## src/rtl/placer_host_link_if.sv

```systemverilog
// Host streams and placer load/unload shift bus seen by placer_host_link.
// slave is the link side; master is the host fabric plus placer.
interface placer_host_link_if #(
    parameter int BUS_WIDTH = 32
);
    logic [BUS_WIDTH-1:0] s_data;
    logic                 s_valid;
    logic                 s_ready;
    logic [BUS_WIDTH-1:0] m_data;
    logic                 m_valid;
    logic                 m_ready;
    logic                 plc_load_enable;
    logic [BUS_WIDTH-1:0] plc_load_data;
    logic                 plc_complete;
    logic [BUS_WIDTH-1:0] plc_unload;

    modport slave (
        input  s_data, s_valid, m_ready, plc_complete, plc_unload,
        output s_ready, m_data, m_valid, plc_load_enable, plc_load_data
    );

    modport master (
        output s_data, s_valid, m_ready, plc_complete, plc_unload,
        input  s_ready, m_data, m_valid, plc_load_enable, plc_load_data
    );
endinterface

```

## src/rtl/placer_host_link.sv

```systemverilog
// Shifts one problem into the placer, waits for completion (with watchdog),
// then shifts the result out into a valid/ready stream.
module placer_host_link #(
    parameter int BUS_WIDTH      = 32,
    parameter int LOAD_WORDS     = 64,
    parameter int UNLOAD_WORDS   = 64,
    parameter int MAX_RUN_CYCLES = 1048576
) (
    input  logic                clk,
    input  logic                rst,
    input  logic                start,
    placer_host_link_if.slave   bus,
    output logic                busy,
    output logic                done,
    output logic                error
);
    // state    | meaning
    // S_IDLE   | waiting for start, counters held clear
    // S_LOAD   | passing host words straight onto the load chain
    // S_RUN    | waiting for plc_complete or watchdog expiry
    // S_UNLOAD | shifting result words out to the host stream
    // S_DONE   | one-cycle done pulse

    localparam int LW_W = $clog2(LOAD_WORDS + 1);
    localparam int UW_W = $clog2(UNLOAD_WORDS + 1);
    localparam int RW_W = $clog2(MAX_RUN_CYCLES + 1);

    localparam logic [LW_W-1:0] LOAD_LAST  = LW_W'(LOAD_WORDS - 1);
    localparam logic [LW_W-1:0] LOAD_ALL   = LW_W'(LOAD_WORDS);
    localparam logic [UW_W-1:0] UNLOAD_ALL = UW_W'(UNLOAD_WORDS);
    localparam logic [RW_W-1:0] RUN_LAST   = RW_W'(MAX_RUN_CYCLES - 1);
    localparam logic [RW_W-1:0] RUN_ALL    = RW_W'(MAX_RUN_CYCLES);

    typedef enum logic [2:0] {
        S_IDLE,
        S_LOAD,
        S_RUN,
        S_UNLOAD,
        S_DONE
    } state_t;

    state_t               state, state_nxt;
    logic [LW_W-1:0]      load_cnt;
    logic [UW_W-1:0]      unload_cnt;
    logic [RW_W-1:0]      run_cnt;
    logic [BUS_WIDTH-1:0] m_data_q;
    logic                 m_valid_q;
    logic                 xfer;
    logic                 shift;
    logic                 out_free;
    logic                 watchdog;

    assign bus.m_data  = m_data_q;
    assign bus.m_valid = m_valid_q;
    assign busy        = (state != S_IDLE);

    always_comb begin
        state_nxt           = state;
        bus.s_ready         = 1'b0;
        bus.plc_load_enable = 1'b0;
        bus.plc_load_data   = '0;
        done                = 1'b0;
        xfer                = 1'b0;
        shift               = 1'b0;
        watchdog            = 1'b0;
        out_free            = !m_valid_q || bus.m_ready;
        unique case (state)
            S_IDLE: begin
                if (start) state_nxt = S_LOAD;
            end
            S_LOAD: begin
                bus.s_ready = 1'b1;
                xfer        = bus.s_valid;
                if (xfer) begin
                    bus.plc_load_enable = 1'b1;
                    bus.plc_load_data   = bus.s_data;
                    if (load_cnt == LOAD_LAST) state_nxt = S_RUN;
                end
            end
            S_RUN: begin
                // first RUN cycle may still see the previous problem's complete
                if (run_cnt != '0 && bus.plc_complete) begin
                    state_nxt = S_UNLOAD;
                end else if (run_cnt == RUN_LAST) begin
                    watchdog  = 1'b1;
                    state_nxt = S_UNLOAD;
                end
            end
            S_UNLOAD: begin
                if (unload_cnt < UNLOAD_ALL && out_free) begin
                    shift               = 1'b1;
                    bus.plc_load_enable = 1'b1;
                end else if (unload_cnt == UNLOAD_ALL && out_free) begin
                    state_nxt = S_DONE;
                end
            end
            S_DONE: begin
                done      = 1'b1;
                state_nxt = S_IDLE;
            end
            default: state_nxt = S_IDLE;
        endcase
    end

    always_ff @(posedge clk or negedge rst) begin
        if (!rst) begin
            state      <= S_IDLE;
            load_cnt   <= '0;
            unload_cnt <= '0;
            run_cnt    <= '0;
            m_data_q   <= '0;
            m_valid_q  <= 1'b0;
            error      <= 1'b0;
        end else begin
            state <= state_nxt;
            unique case (state)
                S_IDLE: begin
                    load_cnt   <= '0;
                    unload_cnt <= '0;
                    run_cnt    <= '0;
                    if (start) error <= 1'b0;
                end
                S_LOAD: begin
                    if (xfer && load_cnt != LOAD_ALL) load_cnt <= load_cnt + 1'b1;
                end
                S_RUN: begin
                    if (run_cnt != RUN_ALL) run_cnt <= run_cnt + 1'b1;
                    if (watchdog) error <= 1'b1;
                end
                S_UNLOAD: begin
                    // never shift while a word is still held, so backpressure loses nothing
                    if (shift) begin
                        m_data_q   <= bus.plc_unload;
                        m_valid_q  <= 1'b1;
                        unload_cnt <= unload_cnt + 1'b1;
                    end else if (m_valid_q && bus.m_ready) begin
                        m_valid_q <= 1'b0;
                    end
                end
                default: ;
            endcase
        end
    end
endmodule

```

## src/flat_wrapper.sv

```systemverilog
// flat-port wrapper written by rule: the top's interface ports become plain ports
module placer_host_link_flat 
#(
    parameter int BUS_WIDTH      = 32,
    parameter int LOAD_WORDS     = 64,
    parameter int UNLOAD_WORDS   = 64,
    parameter int MAX_RUN_CYCLES = 1048576
)
  (clk, rst, start, busy, done, error, bus_s_data, bus_s_valid, bus_m_ready, bus_plc_complete, bus_plc_unload, bus_s_ready, bus_m_data, bus_m_valid, bus_plc_load_enable, bus_plc_load_data);
  placer_host_link_if #(.BUS_WIDTH(BUS_WIDTH)) bus_i ();
  input  logic clk;
  input  logic rst;
  input  logic start;
  output logic busy;
  output logic done;
  output logic error;
  input wire logic [$bits(bus_i.s_data)-1:0] bus_s_data;
  input wire logic [$bits(bus_i.s_valid)-1:0] bus_s_valid;
  input wire logic [$bits(bus_i.m_ready)-1:0] bus_m_ready;
  input wire logic [$bits(bus_i.plc_complete)-1:0] bus_plc_complete;
  input wire logic [$bits(bus_i.plc_unload)-1:0] bus_plc_unload;
  output wire logic [$bits(bus_i.s_ready)-1:0] bus_s_ready;
  output wire logic [$bits(bus_i.m_data)-1:0] bus_m_data;
  output wire logic [$bits(bus_i.m_valid)-1:0] bus_m_valid;
  output wire logic [$bits(bus_i.plc_load_enable)-1:0] bus_plc_load_enable;
  output wire logic [$bits(bus_i.plc_load_data)-1:0] bus_plc_load_data;
  assign bus_i.s_data = bus_s_data;
  assign bus_i.s_valid = bus_s_valid;
  assign bus_i.m_ready = bus_m_ready;
  assign bus_i.plc_complete = bus_plc_complete;
  assign bus_i.plc_unload = bus_plc_unload;
  assign bus_s_ready = bus_i.s_ready;
  assign bus_m_data = bus_i.m_data;
  assign bus_m_valid = bus_i.m_valid;
  assign bus_plc_load_enable = bus_i.plc_load_enable;
  assign bus_plc_load_data = bus_i.plc_load_data;
  placer_host_link #(.BUS_WIDTH(BUS_WIDTH), .LOAD_WORDS(LOAD_WORDS), .UNLOAD_WORDS(UNLOAD_WORDS), .MAX_RUN_CYCLES(MAX_RUN_CYCLES)) u_core (.clk(clk), .rst(rst), .start(start), .bus(bus_i), .busy(busy), .done(done), .error(error));
endmodule
```

## config.mk

```make
export PLATFORM = sky130hd
export DESIGN_NAME = placer_host_link_flat
export DESIGN_NICKNAME = d
export VERILOG_FILES = /design/src/rtl/placer_host_link_if.sv /design/src/rtl/placer_host_link.sv /design/src/flat_wrapper.sv
export SDC_FILE = /design/constraint.sdc
export NUM_CORES = 1
export LEC_CHECK = 0
export CAP_MARGIN = 10
export CORE_ASPECT_RATIO = 1.5
export CORE_MARGIN = 2
export CORE_UTILIZATION = 30
export CTS_BUF_LIST = sky130_fd_sc_hd__clkbuf_4 sky130_fd_sc_hd__clkbuf_8
export DETAILED_ROUTE_END_ITERATION = 6
export DONT_BUFFER_PORTS = 1
export SYNTH_ARGS = -nofsm -noshare
export SYNTH_HDL_FRONTEND = slang
export SYNTH_SLANG_ARGS = --single-unit
```

## constraint.sdc

```tcl
create_clock -name clk -period 2.55 [get_ports clk]
set_input_delay 0.3825 -clock clk [delete_from_list [all_inputs] [get_ports clk]]
set_output_delay 0.3825 -clock clk [all_outputs]
set_load 0.01 [all_outputs]
```

* Word level (Yosys, flattened, before mapping)
Cells that the tools add are included.
W data, S select, Z words.
** Word-level totals
- Output and inout port bits :: 70
- ROM bits :: 0
- Input port bits :: 70
- Latch bits :: 0
- Memory bits (writable) :: 0
- Memories :: 0
- Bits in registers :: 72
** Cells by class
- Multiply operators :: 0
- Bitwise operators :: 0
- Shifts and indexed selects :: 0
- Add/subtract/negate cells :: 3
- Mux-type cells :: 31
- Reductions and logical operators :: 21
- Equality and inequality tests :: 19
- $lt $le $gt $ge :: 1
- Div/mod/pow operators :: 0
** Operators with widths (number)
- $mux W32 :: 2
- $pmux W21 S2 :: 1
- $pmux W7 S2 :: 2
- $add A21 B1 Y21 const B :: 1
- $eq A21 B20 Y1 const B :: 1
- $mux W21 :: 1
- $mux W3 :: 7
- $ne A21 B21 Y1 const B :: 1
- $reduce_bool A21 Y1 :: 1
- $add A7 B1 Y7 const B :: 2
- $mux W7 :: 2
- $mux W1 :: 13
- $ne A2 B1 Y1 const B :: 6
- $pmux W3 S4 :: 1
- $reduce_and A2 Y1 :: 5
- $reduce_bool A2 Y1 :: 4
- $eq A7 B6 Y1 const B :: 1
- $eq A7 B7 Y1 const B :: 1
- $lt A7 B7 Y1 const B :: 1
- $ne A7 B7 Y1 const B :: 1
- $eq A3 B2 Y1 const B :: 2
- $ne A2 B2 Y1 const B :: 3
- $reduce_and A6 Y1 :: 1
- $logic_and A1 B1 Y1 :: 5
- 9 further kinds :: 10

* Logic depth before layout (Yosys ltp)
Gate-level depths: netlist (run 1).
- Word-level depth :: 7
- Gate-level depth with buffers :: 7

* Worst setup path before layout (run 1)
OpenSTA, ideal clock, no wires.
- Path type :: reg2reg
- Start point :: register u_core.run_cnt[0]
- End point :: register u_core.run_cnt[17]
- Required time :: 2424 ps
- Setup time :: 126 ps
- Stages on the path, launching flop included :: 8
- Slack :: 702 ps
- Buffers on the path :: 0
- Arrival time :: 1722 ps
- Period minus slack after synthesis :: 1848 ps
- Cell sequence :: dfrtp_1 > inv_1 > ha_1 > nor4b_1 > nand2_1 > or3_4 > and3_4 > a221o_1
** Between the ends
- Longest elaborated chain between the ends :: 3
- Elaborated cells on any way between the ends :: 6
** RTL lines
- from (decl) :: line placer_host_link.sv:45 : logic [RW_W-1:0] run_cnt;
- from (signal assigned) :: line placer_host_link.sv:127 : if (run_cnt != RUN_ALL) run_cnt <= run_cnt + 1'b1;
- $add A21 B1 Y21 / $ne A21 B21 Y1 (equally long branches) :: line placer_host_link.sv:127
- $mux W21 / $ne A2 B1 Y1 (equally long branches)
- $pmux W21 S2 / $reduce_and A2 Y1 (equally long branches)
Several ways; a longest one is shown, not always the timed one. The select of a mux whose other input is x is not followed.
A chain may end at the register's enable or synchronous reset.

* Worst setup path after layout (run 1)
- Start point :: register u_core.state[0]
- End point :: output bus_plc_load_data[10]
** Between the ends
- Longest elaborated chain between the ends :: 2
** RTL lines
- from (decl) :: line placer_host_link.sv:42 : state_t state, state_nxt;
- from (signal assigned) :: line placer_host_link.sv:115 : state <= state_nxt;
- $eq A3 B1 Y1 :: line placer_host_link.sv:67 : unique case (state)
- $mux W32 :: line placer_host_link.sv:67
- to (decl) :: line flat_wrapper.sv:26 : output wire logic [$bits(bus_i.plc_load_data)-1:0] bus_plc_load_data;
No other way between the ends.

==> run summary, run 1 <==
=========================================================================================
Run status                                                                      completed
I/O Buffers                                                                             0
Detailed Route Iter0 Violations                                                       177
Post-Syn Instances                                                                    442
Slew @ Worst Pin                                                                   461 ps
Capturing point of the worst reg2reg path                                    u_core.run_cnt[17]
Maximum clock skew at final layout                                                8.20 ps
Initial antenna violation count                                                         0
Effective utilization at floorplan                                                  30.9%
Worst hold slack                                                                   135 ps
Core region area                                                                12100 µm²
Classification of the worst setup path                                            reg2out
Number of failing hold endpoints at the final stage                                     0
Proportion of layout cells with a drive suffix above 1                              7.21%
Die Width                                                                         95.1 µm
Achievable Freq                                                                   451 MHz
Row count                                                                              49
Full die area                                                                   13400 µm²
Depth of the worst register-to-register path                                            7
Yosys cell types                                                                       48
Required time reported for the critical path endpoint                             2170 ps
Top flip-flop cell by instance count after synthesis                              dfrtp_1
Hold-critical path endpoint                                                  u_core.bus.m_data[20]
Fill cells                                                                           1242
Final net count                                                                       515
Vias per inst                                                                        4.98
Hpwl dp                                                                           6670 µm
Synth Net Count                                                                       518
Max_cap viols                                                                           0
Power per unit of standard cell area                                          1050 nW/µm²
Worst stage delay on the critical path                                             430 ps
Critical path peak fanout                                                              35
Clock sink count                                                                       72
Static leakage                                                                    1.95 nW
Setup WS post-layout                                                               333 ps
Portion of the clock cycle consumed by the worst path in the final layout           86.9%
Worst-skew pair later-pin latency                                                  350 ps
Die boundary height                                                                141 µm
Hold Crit Start                                                              bus_plc_unload[20]
Antenna Violating Nets Remaining                                                        0
Count of flip-flops with a built-in enable after synthesis                              0
Instance area after placement                                                    3890 µm²
Clock slew seen by the registers of the worst setup and hold paths                  80 ps
Startpoint type of the worst setup path                                         flip-flop
Final Total Pwr                                                                   4.37 mW
Overall overflow remaining after global route                                           0
Minimum setup slack after placement                                                594 ps
Total global routing track utilization                                              14.3%
Number of vias after detailed routing                                                2974
Depth of the worst hold-timing path                                                     2
Iteration count of the initial detailed-routing pass                                    4
Final count of pins violating max slew                                                  0
Cell count after placement                                                            579
Slowest cell on the critical path                                                 dfrtp_1
Number of register bits inferred by synthesis                                          72
Total negative slack for setup checks                                                0 ps
First-pass GRT wire length                                                       14900 µm
Worst R2R Start                                                              u_core.run_cnt[0]
Setup violation total in the final timing report                                        0
CTS tree                                                                             done
Number of warning messages in the yosys log                                             0
Share of the yosys chip area belonging to registers                                 48.2%
Post-CTS sizing                                                                         0
Area growth from synthesis to layout                                                11.6%
Diodes inserted                                                                         0
Number of levels the H-tree was split into                                              3
Average routed wire per standard cell                                             15.6 µm
Netlist Area Pre-Place                                                           3730 µm²
Capturing element type of the critical path                                  primary output
Largest net degree at the start of global routing                                      73
Maximum resistive drop on vdd                                                      467 µV
Area used by multi-input combinational logic                                     1810 µm²
Storage element area                                                             1800 µm²
Via count of the first global-routing pass                                           2930
Routability cong.                                                                   0.937
Type of the tightest min-delay check                                               in2reg
R2r setup slk                                                                      580 ps
Cells traversed along the worst timing path                                  nor2b_1 -> and3_1 -> buf_4 -> and2_1
Fin area                                                                         4170 µm²
Critical Path AT                                                                  1830 ps
Non-filler instance count after layout                                                597
Post-Syn Area per Cell                                                           8.45 µm²
Count of boundary I/O pins                                                            140
Count of unresolved DRC violations after routing                                        0
WL final                                                                          9300 µm
Number of buffers created by CTS                                                        9
Setup repair after global routing missed its margin                                 false
Clock Path Buffers                                                                      2
Final design utilization                                                            34.5%
Proportion of register bits with asynchronous set or reset after synthesis           100%
Worst slew margin                                                                   69.1%
Time the worst path needs with I/O delays and setup                               2220 ps
Root buffer cell                                                                 clkbuf_8
=========================================================================================
## cell usage in the layout (no fill, tap or decap), types with 4 or more instances in the layout
cell type,n
and2_1,34
nand3_1,16
clkbuf_8,12
nand4_1,7
buf_4,7
o21ai_0,19
ha_1,6
xor2_1,7
inv_1,9
nor3_1,9
nor2_1,33
nor4_1,7
mux2i_1,7
xnor2_1,4
dfrtp_1,72
a21oi_1,10
nand2_1,132
and3_1,8
## power breakdown
part | internal (mW) | switching (mW)
sequential | 1.48 | 0.413
combinational | 0.460 | 0.942
clock | 0.654 | 0.415
total | 2.60 | 1.77
## cells in the mapped netlist, types with 2 or more instances
cell type,n,area (µm²)
mux2i_1,7,70.1
xnor2_1,4,35.0
inv_1,9,33.8
nand3_1,16,80.1
nor4_1,7,43.8
dfrtp_1,72,1800
o21ai_0,19,95.1
or4_1,3,22.5
nand4_1,7,43.8
o31ai_1,2,15.0
a21oi_1,10,50.1
xor2_1,7,61.3
nor2_1,33,124
and4_1,2,17.5
clkbuf_1,18,67.6
ha_1,6,75.1
and3_1,8,50.1
or3_1,2,12.5
and2_1,34,213
nor3b_1,2,15.0
nor3_1,9,45.0
buf_2,3,15.0
nand2_1,132,495
a22o_1,2,17.5
nand2b_1,3,18.8
a31oi_1,3,18.8
## registers in the layout, indices dropped and copies added, names as in the netlist
register and flops:
u_core.run_cnt 21, u_core.bus.m_data 32, u_core.state 3, u_core.unload_cnt 7
u_core.bus.m_valid 1, u_core.error 1, u_core.load_cnt 7
## cell type report
class	count	share of cell area [%]
Clock buffer	14	4.32
Clock inverter	2	1.44
Inverter	10	0.901
Multi-Input combinational cell	337	43.3
Sequential cell	72	43.2
Tap cell	153	4.59
Timing Repair Buffer	9	2.16
## worst max-delay path by stage
stage,slack (ps),startpoint,endpoint,depth (start not counted)
floorplan,700,u_core.run_cnt[0],u_core.run_cnt[17],7
global placement,630,u_core.run_cnt[0],u_core.run_cnt[17],7
detailed placement,590,u_core.run_cnt[0],u_core.run_cnt[0],7
CTS,300,u_core.state[0],bus_plc_load_enable,3
global route,170,u_core.state[0],bus_plc_load_enable,3
finish,330,u_core.state[0],bus_plc_load_data[10],4
## kinds of logic (layout without fill, tap and decap cells)
| kind of cell | Yosys count | after routing | share of synthesized area [%] |
|---|---|---|---|
| XOR/XNOR | 11 | 11 | 2.58 |
| flip-flops | 72 | 72 | 48.2 |
| AND/OR/NAND/NOR | 267 | 267 | 34.1 |
| adder cells (fa/ha/maj) | 6 | 6 | 2.01 |
| multiplexers | 8 | 8 | 2.18 |
| AO/OA/AOI/OAI | 45 | 45 | 7.27 |
| buffers and inverters | 33 | 35 | 3.65 |
## routing by layer
layer / up-vias / global-route usage [%] / routed length [µm]
met5: - / 0 / 0
met4: 0 / 4.81 / 144
met3: 11 / 3.85 / 505
met2: 67 / 23.8 / 4820
met1: 1438 / 17.6 / 3830
li1: 1458 / - / -
## timing repair
item,in CTS,in global routing
setup buffers,0,0
hold buffers,2,0
hold endpoints to repair,72,0
## worst max-delay path, delay by kind of cell, from the launching register on
kind,cells,cell delay (ps)
buffers and inverters,1,250
DFF,1,430
and+or+nand+nor,3,790
No activity file was read; power rests on OpenSTA's default activity.
==> inputs of run 2 (changes only) <==
- ABC_AREA: not set -> 0
- SKIP_CTS_REPAIR_TIMING: not set -> 1
==> run summary, run 2 (same netlist as run 1, synthesis figures left out) <==
========================================================================================
Area growth from synthesis to layout                                               11.6%   unchanged
Via count of the first global-routing pass                                          2933   +0.10%
Root buffer cell                                                                clkbuf_8
R2r setup slk                                                                     580 ps   about the same
Hpwl dp                                                                          6670 µm   unchanged
Cells traversed along the worst timing path                                 nor2b_1 -> and3_1 -> buf_4 -> and2_1
Commonest cells after routing, fill and taps aside                          132 x nand2_1, 72 x dfrtp_1, 34 x and2_1, 33 x nor2_1, 19 x o21ai_0
Worst path bufs/invs                                                                   1   unchanged
Final design utilization                                                           34.5%   unchanged
Cell count after placement                                                           579   unchanged
Hold Crit Start                                                             bus_plc_unload[20]
CTS tree                                                                            done
Critical path peak fanout                                                             35   unchanged
Number of failing hold endpoints at the final stage                                    0   unchanged
Worst-skew pair later-pin latency                                                 350 ps   about the same
Final net count                                                                      515   unchanged
Maximum clock skew at final layout                                               9.70 ps   +1.51 ps
Clock sink count                                                                      72   unchanged
Iteration count of the initial detailed-routing pass                                   4   unchanged
Antenna Violating Nets Remaining                                                       0   unchanged
Area used by multi-input combinational logic                                    1810 µm²   unchanged
Max_cap viols                                                                          0   unchanged
Minimum setup slack after placement                                               594 ps   unchanged
Count of unresolved DRC violations after routing                                       0   unchanged
Die boundary height                                                               141 µm   unchanged
Number of vias after detailed routing                                               2974   unchanged
Hold-critical path endpoint                                                 u_core.bus.m_data[20]
Clock slew seen by the registers of the worst setup and hold paths                 80 ps   about the same
Critical Path AT                                                                 1840 ps   about the same
Depth of the worst hold-timing path                                                    2   unchanged
Slew @ Worst Pin                                                                  472 ps   +11.6 ps
Routability cong.                                                                  0.937   unchanged
Setup WS post-layout                                                              329 ps   -4.16 ps
Full die area                                                                  13400 µm²   unchanged
Worst R2R Start                                                             u_core.run_cnt[1]
Depth of the worst register-to-register path                                           7   unchanged
Worst slew margin                                                                  68.4%   -0.77 points
Static leakage                                                                   1.95 nW   unchanged
Average routed wire per standard cell                                            15.5 µm   -0.68%
Max FFs per register                                                                  32   unchanged
Achievable Freq                                                                  450 MHz   -0.19%
Count of boundary I/O pins                                                           140   unchanged
Number of levels the H-tree was split into                                             3   unchanged
Non-filler instance count after layout                                               597   unchanged
Time the worst path needs with I/O delays and setup                              2220 ps   +4.16 ps
Detailed Route Iter0 Violations                                                      183   +3.4%
Run status                                                                     completed
Largest net degree at the start of global routing                                     73   unchanged
Diodes inserted                                                                        0   unchanged
Setup repair after global routing missed its margin                                false
Worst stage delay on the critical path                                            430 ps   about the same
Setup violation total in the final timing report                                       0   unchanged
Number of buffers created by CTS                                                       9   unchanged
Classification of the worst setup path                                           reg2out
Vias per inst                                                                       4.98   unchanged
Total negative slack for setup checks                                               0 ps   unchanged
Capturing element type of the critical path                                 primary output
Initial antenna violation count                                                        0   unchanged
Power per unit of standard cell area                                         1050 nW/µm²   about the same
Final count of pins violating max slew                                                 0   unchanged
Fill cells                                                                          1242   unchanged
Storage element area                                                            1800 µm²   unchanged
Gate family responsible for the most delay along the worst path             simple AND/OR/NAND/NOR gates
Clock Path Buffers                                                                     2   unchanged
I/O Buffers                                                                            0   unchanged
Row count                                                                             49   unchanged
WL final                                                                         9240 µm   -0.68%
Worst hold slack                                                                  135 ps   -0.0250 ps
Required time reported for the critical path endpoint                            2170 ps   about the same
First-pass GRT wire length                                                      14800 µm   -0.46%
Type of the tightest min-delay check                                              in2reg
Proportion of layout cells with a drive suffix above 1                             7.21%   unchanged
Startpoint type of the worst setup path                                        flip-flop
Most common cell after layout, fill and taps aside                               nand2_1
Effective utilization at floorplan                                                 30.9%   unchanged
Capturing point of the worst reg2reg path                                   u_core.run_cnt[17]
Slowest cell on the critical path                                                dfrtp_1
Core region area                                                               12100 µm²   unchanged
Total global routing track utilization                                             14.2%   -0.066 points
Die Width                                                                        95.1 µm   unchanged
Overall overflow remaining after global route                                          0   unchanged
Maximum resistive drop on vdd                                                     466 µV   about the same
Portion of the clock cycle consumed by the worst path in the final layout          87.1%   +0.16 points
========================================================================================
[run 2: cell counts in the layout (fill, tap and decap cells not counted)]
No cell type changed its count.
[run 2: per-layer routing]
layer / GRT usage (%) / vias up / part of all wire (%)
met5: 0 / - / 0
met4: 5.11 / 0 / 1.3
met3: 4.01 / 9 / 4.6
met2: 23.6 / 70 / 53
met1: 17.4 / 1436 / 41
li1: - / 1459 / -
[run 2: how the worst max path moves through the flow]
stage	start	to	slack (ps)	cells after the start
after global placement	u_core.run_cnt[0]	u_core.run_cnt[17]	630	7
after CTS	u_core.state[0]	bus_plc_load_enable	300	3
after global routing	u_core.state[0]	bus_plc_load_enable	170	3
after floorplan	u_core.run_cnt[0]	u_core.run_cnt[17]	700	7
final	u_core.state[0]	bus_plc_load_data[10]	330	4
after detailed placement	u_core.run_cnt[0]	u_core.run_cnt[0]	590	7
[run 2: metrics by stage]
| stage | cell area (µm²) | power [mW] |
|---|---|---|
| 5_1_grt | 4170 | 4.70 |
| 3_3_place_gp | 3890 | 3.26 |
| 2_1_floorplan | 3730 | 2.92 |
| 6_report | 4170 | 4.36 |
| 4_1_cts | 4130 | 4.41 |
| 3_5_place_dp | 3890 | 3.32 |
[run 2: report_power, final]
part | leakage (nW) | switching (mW) | internal (mW)
combinational | 0.888 | 0.938 | 0.459
sequential | 0.937 | 0.412 | 1.48
clock | 0.124 | 0.415 | 0.654
[run 2: area by class of cell]
cell class	count	area share [%]
multi-input cells	337	43.3
well taps	153	4.59
inverters	10	0.901
repair buffers	9	2.16
clock inverters	2	1.44
flip-flops and latches	72	43.2
clock buffers	14	4.32
